$ cat src/rtl/usb_host_tx_arbiter_pkg.sv
// Shared definitions for the USB host PHY TX arbiter.
//   arb_state_e  : arbiter FSM encodings (ARB_IDLE / ARB_OWN / ARB_GAP)
//   src_idx_e    : requester index map, index 0 is the highest-priority source
//   width_min1() : $clog2 clamped to at least one bit, used for counter sizing
package usb_host_tx_arbiter_pkg;

  typedef enum logic [1:0] {
    ARB_IDLE = 2'd0,
    ARB_OWN  = 2'd1,
    ARB_GAP  = 2'd2
  } arb_state_e;

  typedef enum int unsigned {
    SRC_RESET    = 0,
    SRC_ENUM     = 1,
    SRC_XACT     = 2,
    SRC_SOF      = 3,
    SRC_TOKEN    = 4,
    SRC_PROTOCOL = 5
  } src_idx_e;

  function automatic int width_min1(input int v);
    int w;
    w = $clog2(v);
    return (w < 1) ? 1 : w;
  endfunction

endpackage

$ cat src/rtl/usb_host_tx_arbiter_pick.sv
// usb_arb_pick: combinational N_SRC-wide winner picker.
// Configuration macro: USB_ARB_RR_EN
//   defined   : rotating search starting at (last_idx + 1) mod N_SRC; the reset
//               controller (SRC_RESET) still wins outright whenever it is eligible.
//   undefined : strict fixed priority, lowest eligible index wins.
// Ports:
//   eligible   in  N_SRC  requesters allowed to win this cycle
//   last_idx   in  IW     index of the previous owner
//   winner     out N_SRC  one-hot winner, 0 when nothing eligible
//   winner_idx out IW     binary index of winner (0 when none)
module usb_arb_pick
  import usb_host_tx_arbiter_pkg::*;
#(
  parameter int N_SRC = 6,
  localparam int IW = width_min1(N_SRC)
) (
  input  logic [N_SRC-1:0] eligible,
  input  logic [IW-1:0]    last_idx,
  output logic [N_SRC-1:0] winner,
  output logic [IW-1:0]    winner_idx
);

  logic found;

`ifdef USB_ARB_RR_EN
  // Two passes emulate a rotation: first the indices above the last owner,
  // then wrap around to the indices at or below it.
  always_comb begin
    winner     = '0;
    winner_idx = '0;
    found      = 1'b0;
    if (eligible[SRC_RESET]) begin
      winner[SRC_RESET] = 1'b1;
      found             = 1'b1;
    end
    for (int i = 0; i < N_SRC; i++) begin
      if (!found && eligible[i] && (i > int'(last_idx))) begin
        winner[i]  = 1'b1;
        winner_idx = IW'(i);
        found      = 1'b1;
      end
    end
    for (int i = 0; i < N_SRC; i++) begin
      if (!found && eligible[i] && (i <= int'(last_idx))) begin
        winner[i]  = 1'b1;
        winner_idx = IW'(i);
        found      = 1'b1;
      end
    end
  end
`else
  logic unused_last;
  assign unused_last = ^last_idx;

  always_comb begin
    winner     = '0;
    winner_idx = '0;
    found      = 1'b0;
    for (int i = 0; i < N_SRC; i++) begin
      if (!found && eligible[i]) begin
        winner[i]  = 1'b1;
        winner_idx = IW'(i);
        found      = 1'b1;
      end
    end
  end
`endif

endmodule

$ cat src/rtl/usb_host_tx_arbiter.sv
// usb_host_tx_arbiter: N-source arbiter for the USB host PHY TX port with
// packet-level locking, TxReady backpressure, inter-packet gap and a
// stuck-owner watchdog.
// Configuration macro: USB_ARB_RR_EN (round-robin pick instead of fixed priority).
// Ports:
//   clk, rst_n          clock, synchronous active-low reset
//   src_tx_data         packed source bytes, source i at [i*DW +: DW]
//   src_tx_valid        per-source byte valid
//   src_active          per-source packet request / hold
//   src_tx_ready        per-source byte accepted (owner only, follows phy_tx_ready)
//   phy_tx_data/valid   to PHY, owner's data while owning, 0 otherwise
//   phy_tx_ready        PHY TxReady
//   grant               one-hot owner, 0 when none
//   busy                arbiter not idle
//   timeout_pulse       one cycle after a watchdog release
//
// state    | meaning
// ARB_IDLE | no owner; pick a winner among active, non-stuck sources
// ARB_OWN  | grant held, owner's stream forwarded to PHY
// ARB_GAP  | forced idle between packets, counts down from GAP_CYCLES-1
module usb_host_tx_arbiter
  import usb_host_tx_arbiter_pkg::*;
#(
  parameter int N_SRC      = 6,
  parameter int DW         = 8,
  parameter int GAP_CYCLES = 2,
  parameter int TIMEOUT    = 1024
) (
  input  logic                clk,
  input  logic                rst_n,
  input  logic [N_SRC*DW-1:0] src_tx_data,
  input  logic [N_SRC-1:0]    src_tx_valid,
  input  logic [N_SRC-1:0]    src_active,
  output logic [N_SRC-1:0]    src_tx_ready,
  output logic [DW-1:0]       phy_tx_data,
  output logic                phy_tx_valid,
  input  logic                phy_tx_ready,
  output logic [N_SRC-1:0]    grant,
  output logic                busy,
  output logic                timeout_pulse
);

  localparam int IW  = width_min1(N_SRC);
  localparam int WDW = width_min1(TIMEOUT + 1);
  localparam int GPW = width_min1(GAP_CYCLES + 1);
  localparam logic [WDW-1:0] WD_LAST  = WDW'(TIMEOUT - 1);
  localparam logic [GPW-1:0] GAP_LOAD = (GAP_CYCLES > 0) ? GPW'(GAP_CYCLES - 1) : '0;

  arb_state_e       state_q, state_d;
  logic [N_SRC-1:0] grant_q, grant_d;
  logic [N_SRC-1:0] stuck_q, stuck_d;
  logic [WDW-1:0]   wd_q, wd_d;
  logic [GPW-1:0]   gap_q, gap_d;
  logic [IW-1:0]    last_q, last_d;
  logic             pulse_q, pulse_d;

  logic [N_SRC-1:0] eligible;
  logic [N_SRC-1:0] winner;
  logic [IW-1:0]    winner_idx;
  logic             owner_active;
  logic             owner_valid;
  logic [DW-1:0]    owner_data;

  assign eligible = src_active & ~stuck_q;

  usb_arb_pick #(.N_SRC(N_SRC)) u_pick (
    .eligible   (eligible),
    .last_idx   (last_q),
    .winner     (winner),
    .winner_idx (winner_idx)
  );

  // grant_q is zero outside ARB_OWN, so the owner mux naturally yields 0 there.
  assign owner_active = |(src_active & grant_q);
  assign owner_valid  = |(src_tx_valid & grant_q);

  always_comb begin
    owner_data = '0;
    for (int i = 0; i < N_SRC; i++) begin
      if (grant_q[i]) owner_data = owner_data | src_tx_data[i*DW +: DW];
    end
  end

  // A byte presented in the same cycle the owner drops active is discarded.
  assign phy_tx_data   = owner_data;
  assign phy_tx_valid  = owner_valid & owner_active;
  assign src_tx_ready  = grant_q & {N_SRC{phy_tx_ready}};
  assign grant         = grant_q;
  assign busy          = (state_q != ARB_IDLE);
  assign timeout_pulse = pulse_q;

  always_comb begin
    state_d = state_q;
    grant_d = grant_q;
    wd_d    = wd_q;
    gap_d   = gap_q;
    last_d  = last_q;
    pulse_d = 1'b0;
    stuck_d = stuck_q & src_active;
    unique case (state_q)
      ARB_IDLE: begin
        wd_d = '0;
        if (|eligible) begin
          grant_d = winner;
          last_d  = winner_idx;
          state_d = ARB_OWN;
        end
      end
      ARB_OWN: begin
        if (!owner_active) begin
          grant_d = '0;
          wd_d    = '0;
          gap_d   = GAP_LOAD;
          state_d = (GAP_CYCLES > 0) ? ARB_GAP : ARB_IDLE;
        end else if (owner_valid) begin
          wd_d = '0;
        end else if (wd_q == WD_LAST) begin
          grant_d = '0;
          wd_d    = '0;
          gap_d   = GAP_LOAD;
          pulse_d = 1'b1;
          stuck_d = stuck_d | grant_q;
          state_d = (GAP_CYCLES > 0) ? ARB_GAP : ARB_IDLE;
        end else begin
          wd_d = wd_q + WDW'(1);
        end
      end
      ARB_GAP: begin
        if (gap_q == '0) state_d = ARB_IDLE;
        else             gap_d   = gap_q - GPW'(1);
      end
      default: begin
        state_d = ARB_IDLE;
        grant_d = '0;
      end
    endcase
  end

  always_ff @(posedge clk) begin
    if (!rst_n) begin
      state_q <= ARB_IDLE;
      grant_q <= '0;
      stuck_q <= '0;
      wd_q    <= '0;
      gap_q   <= '0;
      last_q  <= '0;
      pulse_q <= 1'b0;
    end else begin
      state_q <= state_d;
      grant_q <= grant_d;
      stuck_q <= stuck_d;
      wd_q    <= wd_d;
      gap_q   <= gap_d;
      last_q  <= last_d;
      pulse_q <= pulse_d;
    end
  end

endmodule

$ cat config.mk
export PLATFORM = sky130hd
export DESIGN_NAME = usb_host_tx_arbiter
export DESIGN_NICKNAME = d
export VERILOG_FILES = /design/src/rtl/usb_host_tx_arbiter_pkg.sv /design/src/rtl/usb_host_tx_arbiter_pick.sv /design/src/rtl/usb_host_tx_arbiter.sv
export SDC_FILE = /design/constraint.sdc
export NUM_CORES = 1
export LEC_CHECK = 0
export ABC_AREA = 0
export BUFFER_PORTS_ARGS = -buffer_cell sky130_fd_sc_hd__buf_4
export CORE_MARGIN = 3
export CORE_UTILIZATION = 35
export CTS_CLUSTER_SIZE = 10
export DETAILED_ROUTE_END_ITERATION = 12
export GPL_TIMING_DRIVEN = 0
export PLACE_DENSITY = 0.69
export SYNTH_ARGS = -nofsm -noshare
export SYNTH_HDL_FRONTEND = slang
export SYNTH_SLANG_ARGS = --single-unit
$ cat constraint.sdc
create_clock -name clk -period 2.2 [get_ports clk]
set_input_delay 0.33 -clock clk [delete_from_list [all_inputs] [get_ports clk]]
set_output_delay 0.33 -clock clk [all_outputs]
set_load 0.01 [all_outputs]
==> results of run 1 <==
[where the power goes]
| part | leakage, nW | internal [mW] | switching (mW) | total (mW) |
|---|---|---|---|---|
| clock network | 0.0357 | 0.244 | 0.158 | 0.401 |
| logic | 0.715 | 0.150 | 0.125 | 0.275 |
| registers | 0.227 | 0.519 | 0.0140 | 0.533 |
| total | 0.977 | 0.912 | 0.297 | 1.21 |
[worst register-to-register path, delay by kind of cell (launching register included)]
kind	cells	cell delay, ns
adder cells (fa/ha/maj)	1	0.24
AND/OR/NAND/NOR	2	0.30
flip-flops	1	0.36
AO/OA/AOI/OAI	3	1.00
[path summary, 6_finish.rpt]
kind	startpoint	end	depth (start not counted)
hold reg to reg	wd_q[10]$_SDFFE_PN0P_	wd_q[10]$_SDFFE_PN0P_	2
setup reg to reg	wd_q[0]$_SDFFE_PN0P_	grant[3]$_SDFFE_PN0P_	6
hold / removal	src_active[3]	stuck_q[3]$_SDFF_PN0_	2
setup / recovery	wd_q[0]$_SDFFE_PN0P_	grant[3]$_SDFFE_PN0P_	6
[per-stage QoR]
stage          total power [mW]  hold slack (ns)  area [um2]
2_1_floorplan             0.664            0.428        1620
3_3_place_gp              0.816            0.439        2330
3_5_place_dp              0.820            0.443        2330
4_1_cts                    1.22            0.308        2400
5_1_grt                    1.26            0.304        2400
6_report                   1.21            0.309        2400
[state kept, by name (all words and copies together) (netlist names)]
register       cells
wd_q              11
grant              6
stuck_q            6
gap_q              2
state_q            2
timeout_pulse      1
[metal layers]
layer / vias up / part of all wire [%] / global-route usage [%]
met4: 0 / 0.54 / 2.41
met5: - / 0 / 0
met2: 36 / 51 / 29.2
li1: 911 / - / -
met1: 885 / 45 / 24.4
met3: 4 / 3.6 / 2.16
[Yosys cell counts (all sizes together)]
cell      n
nor4      1
nor3b     1
and2      8
dfxtp    28
nand4b    1
or4b      1
clkbuf    9
nand2b    5
nor2     15
a21boi    4
ha        2
a32o      6
o211ai    2
xnor2     3
and4      1
and3      3
a2111oi   1
a31oi     1
o22a      1
nand3    16
nand4     4
nand2    10
o21ai    11
xor2      3
a221oi    1
inv       6
o22ai     1
o41ai     1
a22oi    30
or3b      2
buf       1
or3       1
o21a      2
a21oi     4
nor3      4
nor2b     4
[cell type report]
cell class                 count  area (um2)  share of cell area [%]
buffer                        10        41.3                    1.72
clock buffer                   3        41.3                    1.72
clock inverter                 1        30.0                    1.25
inverter                       6        22.5                   0.939
multi-input combinational    150         998                    41.6
sequential                    28         561                    23.4
tap                           52        65.1                    2.71
timing repair buffer          85         638                    26.6
[cells by family (layout without fill, tap and decap cells)]
logic type | Yosys count | after routing | synth area share (%)
and+or+nand+nor | 77 | 77 | 26.4
AOI/OAI and AO/OA | 65 | 65 | 30.3
adders and majority gates | 2 | 2 | 1.54
xor gates and xnor gates | 6 | 6 | 3.24
DFF | 28 | 28 | 34.5
buffers and inverters | 16 | 105 | 3.93
==> insert_results.sql, run 1 <==
INSERT INTO impl_metrics (metric_group, metric, value, unit) VALUES
('outcome', 'result_of_the_run', 'finished, final reports clean', ''),
('yosys', 'synth_cells', '194', ''),
('global_routing', 'first_global_vias', '1613', ''),
('setup_path', 'r2r_setup_slack', '0.23', 'ns'),
('final_layout', 'filler_cell_count', '421', ''),
('timing', 'final.setup_skew', '0.00771', 'ns'),
('yosys', 'ys.warnings.count', '0', ''),
('setup_path', 'crit_path_max_fanout', '10', ''),
('setup_path', 'setup.worst_path.end_class', 'flop', ''),
('cts', 'clkSinkCount', '28', ''),
('final_layout', 'final_layout_size_suffix_gt1_share', '34.6', '%'),
('final_layout', 'layout_area_overhead', '47.7', '%'),
('yosys', 'synth_top_area_share', '34.5', '%'),
('setup_path', 'cp.arrival', '2.17', 'ns'),
('drt', 'route.detailed.vias_per_inst', '5.48', ''),
('placed_design', 'dpl.cell_count', '331', ''),
('final_layout', 'final_nets', '349', ''),
('global_routing', 'number_of_antenna_violations_at_the_first_check_in_global_routing', '0', ''),
('setup_path', 'worst_setup_path_start_kind', 'flop', ''),
('cts', 'cts_hold_buffers', '0', ''),
('global_routing', 'grt_first_pass_wirelength', '7720', 'um'),
('yosys', 'synth_seq_cells', '28', ''),
('setup_path', 'worstPathRequired', '2.40', 'ns'),
('timing', 'finalHoldViolCount', '0', ''),
('setup_path', 'slowest_delay', '0.63', 'ns'),
('yosys', 'post_synth.cell_area_avg', '8.36', 'um2'),
('final_layout', 'layout_common_cells', 'buf_4 (86), a22oi_1 (30), dfxtp_1 (28)', ''),
('yosys', 'syn-cell-area', '1620', 'um2'),
('floorplanning', 'core_area', '4410', 'um2'),
('floorplanning', 'floorplan_row_count', '24', ''),
('timing', 'finalSetupViolations', '0', ''),
('cts', 'cts.repair_timing.setup_buffer_count', '0', ''),
('drt', 'route.final.wire_length', '5190', 'um'),
('final_layout', 'layout.core_utilization', '54.3', '%'),
('timing', 'setup_tns', '0', 'ns'),
('setup_path', 'path_buf_inv', '0', ''),
('floorplanning', 'die_w', '74.1', 'um'),
('cts', 'cts_tree', 'built', ''),
('setup_path', 'crit_path_top_delay_cell', 'a2111oi_4', ''),
('drt', 'detail_route.iter0.violations', '71', ''),
('final_layout', 'layout.cells.non_filler', '335', ''),
('timing', 'maxSlewHeadroom', '59.7', '%'),
('placed_design', 'port_buffers', '85', ''),
('setup_path', 'worst-setup-path-type', 'flop to flop', ''),
('timing', 'min_period_over_period', '89.4', '%'),
('drt', 'drt-pass1-iter-count', '4', ''),
('drt', 'routed-via-count', '1836', ''),
('yosys', 'synth_nets', '259', ''),
('placed_design', 'dpl_worst_slack', '0.259', 'ns'),
('cts', 'clk_root_buffer_cell', 'clkbuf_8', ''),
('drt', 'drcViolationCount', '0', ''),
('global_routing', 'grt_max_degree', '17', ''),
('final_layout', 'antenna_cells_inserted', '0', ''),
('global_routing', 'grt_remaining_overflow', '0', ''),
('floorplanning', 'ioPinCount', '86', ''),
('global_routing', 'global_route.usage.total', '17.4', '%'),
('job', 'drv.max_cap_violation_count', '0', ''),
('pwr', 'power.density_cell_area', '504', 'nW/um2'),
('drt', 'routedWlPerCell', '15.5', 'um'),
('pwr', 'peak_supply_drop', '0.357', 'mV'),
('drt', 'route.antenna.remaining_nets', '0', ''),
('cts', 'cts-root-to-sink-buffers', '2', ''),
('floorplanning', 'floorplan.initialDensity', '36.8', '%'),
('final_layout', 'layout_commonest_cell', 'buf_4', ''),
('cts', 'cts_buffers', '3', ''),
('cts', 'path_clk_slew', '0.10', 'ns'),
('timing', 'rsz_0062_raised_after_global_routing', 'false', ''),
('timing', 'f_max', '508', 'MHz'),
('yosys', 'synth-seq-area-share', '34.5', '%'),
('timing', 'layout_min_cycle_time', '1.97', 'ns'),
('setup_path', 'critical_path.cell_chain', 'ha_1 > nand3_1 > nor4_2 > a2111oi_4 > o21ai_0 > a21boi_0', '');
(Power assumes the default switching activity.)
==> run 2, diff against run 1 <==
--- a/config.mk
+++ b/config.mk
@@ -7,6 +7,7 @@
 export LEC_CHECK = 0
 export ABC_AREA = 0
 export BUFFER_PORTS_ARGS = -buffer_cell sky130_fd_sc_hd__buf_4
+export CORE_ASPECT_RATIO = 0.6
 export CORE_MARGIN = 3
 export CORE_UTILIZATION = 35
 export CTS_CLUSTER_SIZE = 10
==> insert_results.sql, run 2 (synthesis gave the netlist of run 1 again) <==
INSERT INTO impl_metrics (metric_group, metric, value, unit) VALUES
('setup_path', 'critical_path.cell_chain', 'ha_1 > nand3_1 > nor4_2 > a2111oi_4 > o21ai_0 > a21boi_0', ''),
('final_layout', 'design_area', '2410', 'um2'),
('drt', 'route.antenna.remaining_nets', '0', ''),
('cts', 'worst_skew_pair.late_latency', '0.28', 'ns'),
('timing', 'post-route-worst-setup-slack', '0.223', 'ns'),
('placed_design', 'placement.cell_area', '2340', 'um2'),
('outcome', 'result_of_the_run', 'finished, final reports clean', ''),
('floorplanning', 'die_area', '5520', 'um2'),
('cts', 'cts.repair_timing.setup_buffer_count', '0', ''),
('final_layout', 'final_nets', '349', ''),
('worst_hold_path', 'hold_path.class', 'input pin to flop', ''),
('floorplanning', 'floorplan_row_count', '18', ''),
('timing', 'rsz_0062_raised_after_global_routing', 'false', ''),
('job', 'drv.max_cap_violation_count', '0', ''),
('pwr', 'power_leakage', '0.977', 'nW'),
('setup_path', 'setup.worst_path.end_class', 'flop', ''),
('floorplanning', 'core_area', '4280', 'um2'),
('global_routing', 'grt_max_degree', '17', ''),
('pwr', 'peak_supply_drop', '0.312', 'mV'),
('drt', 'drcViolationCount', '0', ''),
('timing', 'final.setup_skew', '0.0119', 'ns'),
('drt', 'routed-via-count', '1825', ''),
('timing', 'finalSetupViolations', '0', ''),
('placed_design', 'dp_hpwl', '4500', 'um'),
('timing', 'finalHoldViolCount', '0', ''),
('cts', 'cts_tree', 'built', ''),
('cts', 'post_cts.resized_instances', '0', ''),
('drt', 'route.final.wire_length', '5590', 'um'),
('floorplanning', 'floorplan.initialDensity', '37.9', '%'),
('timing', 'setup_tns', '0', 'ns'),
('cts', 'cts.htree.levels', '1', ''),
('setup_path', 'cp.arrival', '2.19', 'ns'),
('timing', 'worst_tran_pin_value', '0.636', 'ns'),
('drt', 'detail_route.iter0.violations', '113', ''),
('cts', 'cts_hold_buffers', '0', ''),
('setup_path', 'worst-setup-path-type', 'flop to flop', ''),
('final_layout', 'largest_reg_flops', '11', ''),
('setup_path', 'path_buf_inv', '0', ''),
('global_routing', 'grt_remaining_overflow', '0', ''),
('final_layout', 'layout_area_overhead', '48.3', '%'),
('cts', 'clk_root_buffer_cell', 'clkbuf_8', ''),
('floorplanning', 'ioPinCount', '86', ''),
('setup_path', 'slowest_delay', '0.63', 'ns'),
('global_routing', 'number_of_antenna_violations_at_the_first_check_in_global_routing', '0', ''),
('setup_path', 'crit_path_max_fanout', '10', ''),
('placed_design', 'dpl.cell_count', '339', ''),
('final_layout', 'largest-register', 'wd_q', ''),
('cts', 'clkSinkCount', '28', ''),
('final_layout', 'layout_commonest_cell', 'buf_4', ''),
('final_layout', 'antenna_cells_inserted', '0', ''),
('timing', 'slew_viol_final', '0', ''),
('timing', 'layout_min_cycle_time', '1.98', 'ns'),
('floorplanning', 'die_w', '93.9', 'um'),
('cts', 'cts-root-to-sink-buffers', '2', ''),
('cts', 'path_clk_slew', '0.10', 'ns'),
('setup_path', 'path_delay_family', 'compound AO/OA/AOI/OAI gates', ''),
('global_routing', 'global_route.usage.total', '19.9', '%'),
('floorplanning', 'chipHeight', '58.7', 'um'),
('placed_design', 'gp_congestion', '0.788', ''),
('global_routing', 'grt_first_pass_wirelength', '8600', 'um'),
('drt', 'route.detailed.vias_per_inst', '5.32', ''),
('drt', 'routedWlPerCell', '16.3', 'um'),
('final_layout', 'layout.cells.non_filler', '343', ''),
('cts', 'cts_buffers', '3', ''),
('timing', 'f_max', '506', 'MHz'),
('timing', 'min_period_over_period', '89.8', '%'),
('setup_path', 'crit_path_top_delay_cell', 'a2111oi_4', ''),
('drt', 'drt-pass1-iter-count', '4', ''),
('placed_design', 'dpl_worst_slack', '0.215', 'ns'),
('setup_path', 'worstPathRequired', '2.41', 'ns'),
('pwr', 'power.density_cell_area', '506', 'nW/um2'),
('timing', 'maxSlewHeadroom', '57.5', '%'),
('final_layout', 'final_layout_size_suffix_gt1_share', '34.6', '%'),
('final_layout', 'layout_common_cells', 'buf_4 (86), a22oi_1 (30), dfxtp_1 (28)', ''),
('global_routing', 'first_global_vias', '1690', ''),
('placed_design', 'port_buffers', '85', ''),
('setup_path', 'worst_setup_path_start_kind', 'flop', '');
## run 2: cell counts in the layout (fill, tap and decap cells not counted)
No cell type changed its count.
## run 2: power by group
group / leakage (nW) / switching [mW] / internal, mW / total, mW
Sequential: 0.227 / 0.0144 / 0.519 / 0.533
Clock: 0.0357 / 0.163 / 0.244 / 0.407
Combinational: 0.715 / 0.128 / 0.150 / 0.278
## run 2: through the flow
step	utilization (%)	hold WS, ns	total power [mW]
CTS	56.3	0.299	1.23
floorplan	-	0.428	0.664
finish	56.3	0.301	1.22
global placement	54.6	0.443	0.818
global route	56.3	0.298	1.28
detailed placement	54.6	0.444	0.821
## run 2: path summary, 6_finish.rpt
check	start	endpoint	slack (ns)	cells after the start
worst max register to register	wd_q[0]$_SDFFE_PN0P_	grant[3]$_SDFFE_PN0P_	0.22	6
worst max-delay path	wd_q[0]$_SDFFE_PN0P_	grant[3]$_SDFFE_PN0P_	0.22	6
worst min-delay path	src_active[2]	stuck_q[2]$_SDFF_PN0_	0.30	2
worst min register to register	wd_q[10]$_SDFFE_PN0P_	wd_q[10]$_SDFFE_PN0P_	0.46	2
## run 2: routing by layer
| metal | up-vias | GRT usage [%] | part of all wire [%] |
|---|---|---|---|
| met1 | 872 | 31.2 | 51 |
| met2 | 34 | 28.6 | 45 |
| met3 | 4 | 3.19 | 3.0 |
| met4 | 0 | 3.91 | 0.57 |
| li1 | 915 | - | - |
| met5 | - | 0 | 0 |
## run 2: area by class of cell
class,count,area [um2]
multi-input cells,150,998
flip-flops and latches,28,561
clock inverters,1,30.0
plain buffers,10,41.3
repair buffers,85,638
inverters,6,22.5
well taps,60,75.1
fillers,417,1870
clock buffers,3,41.3
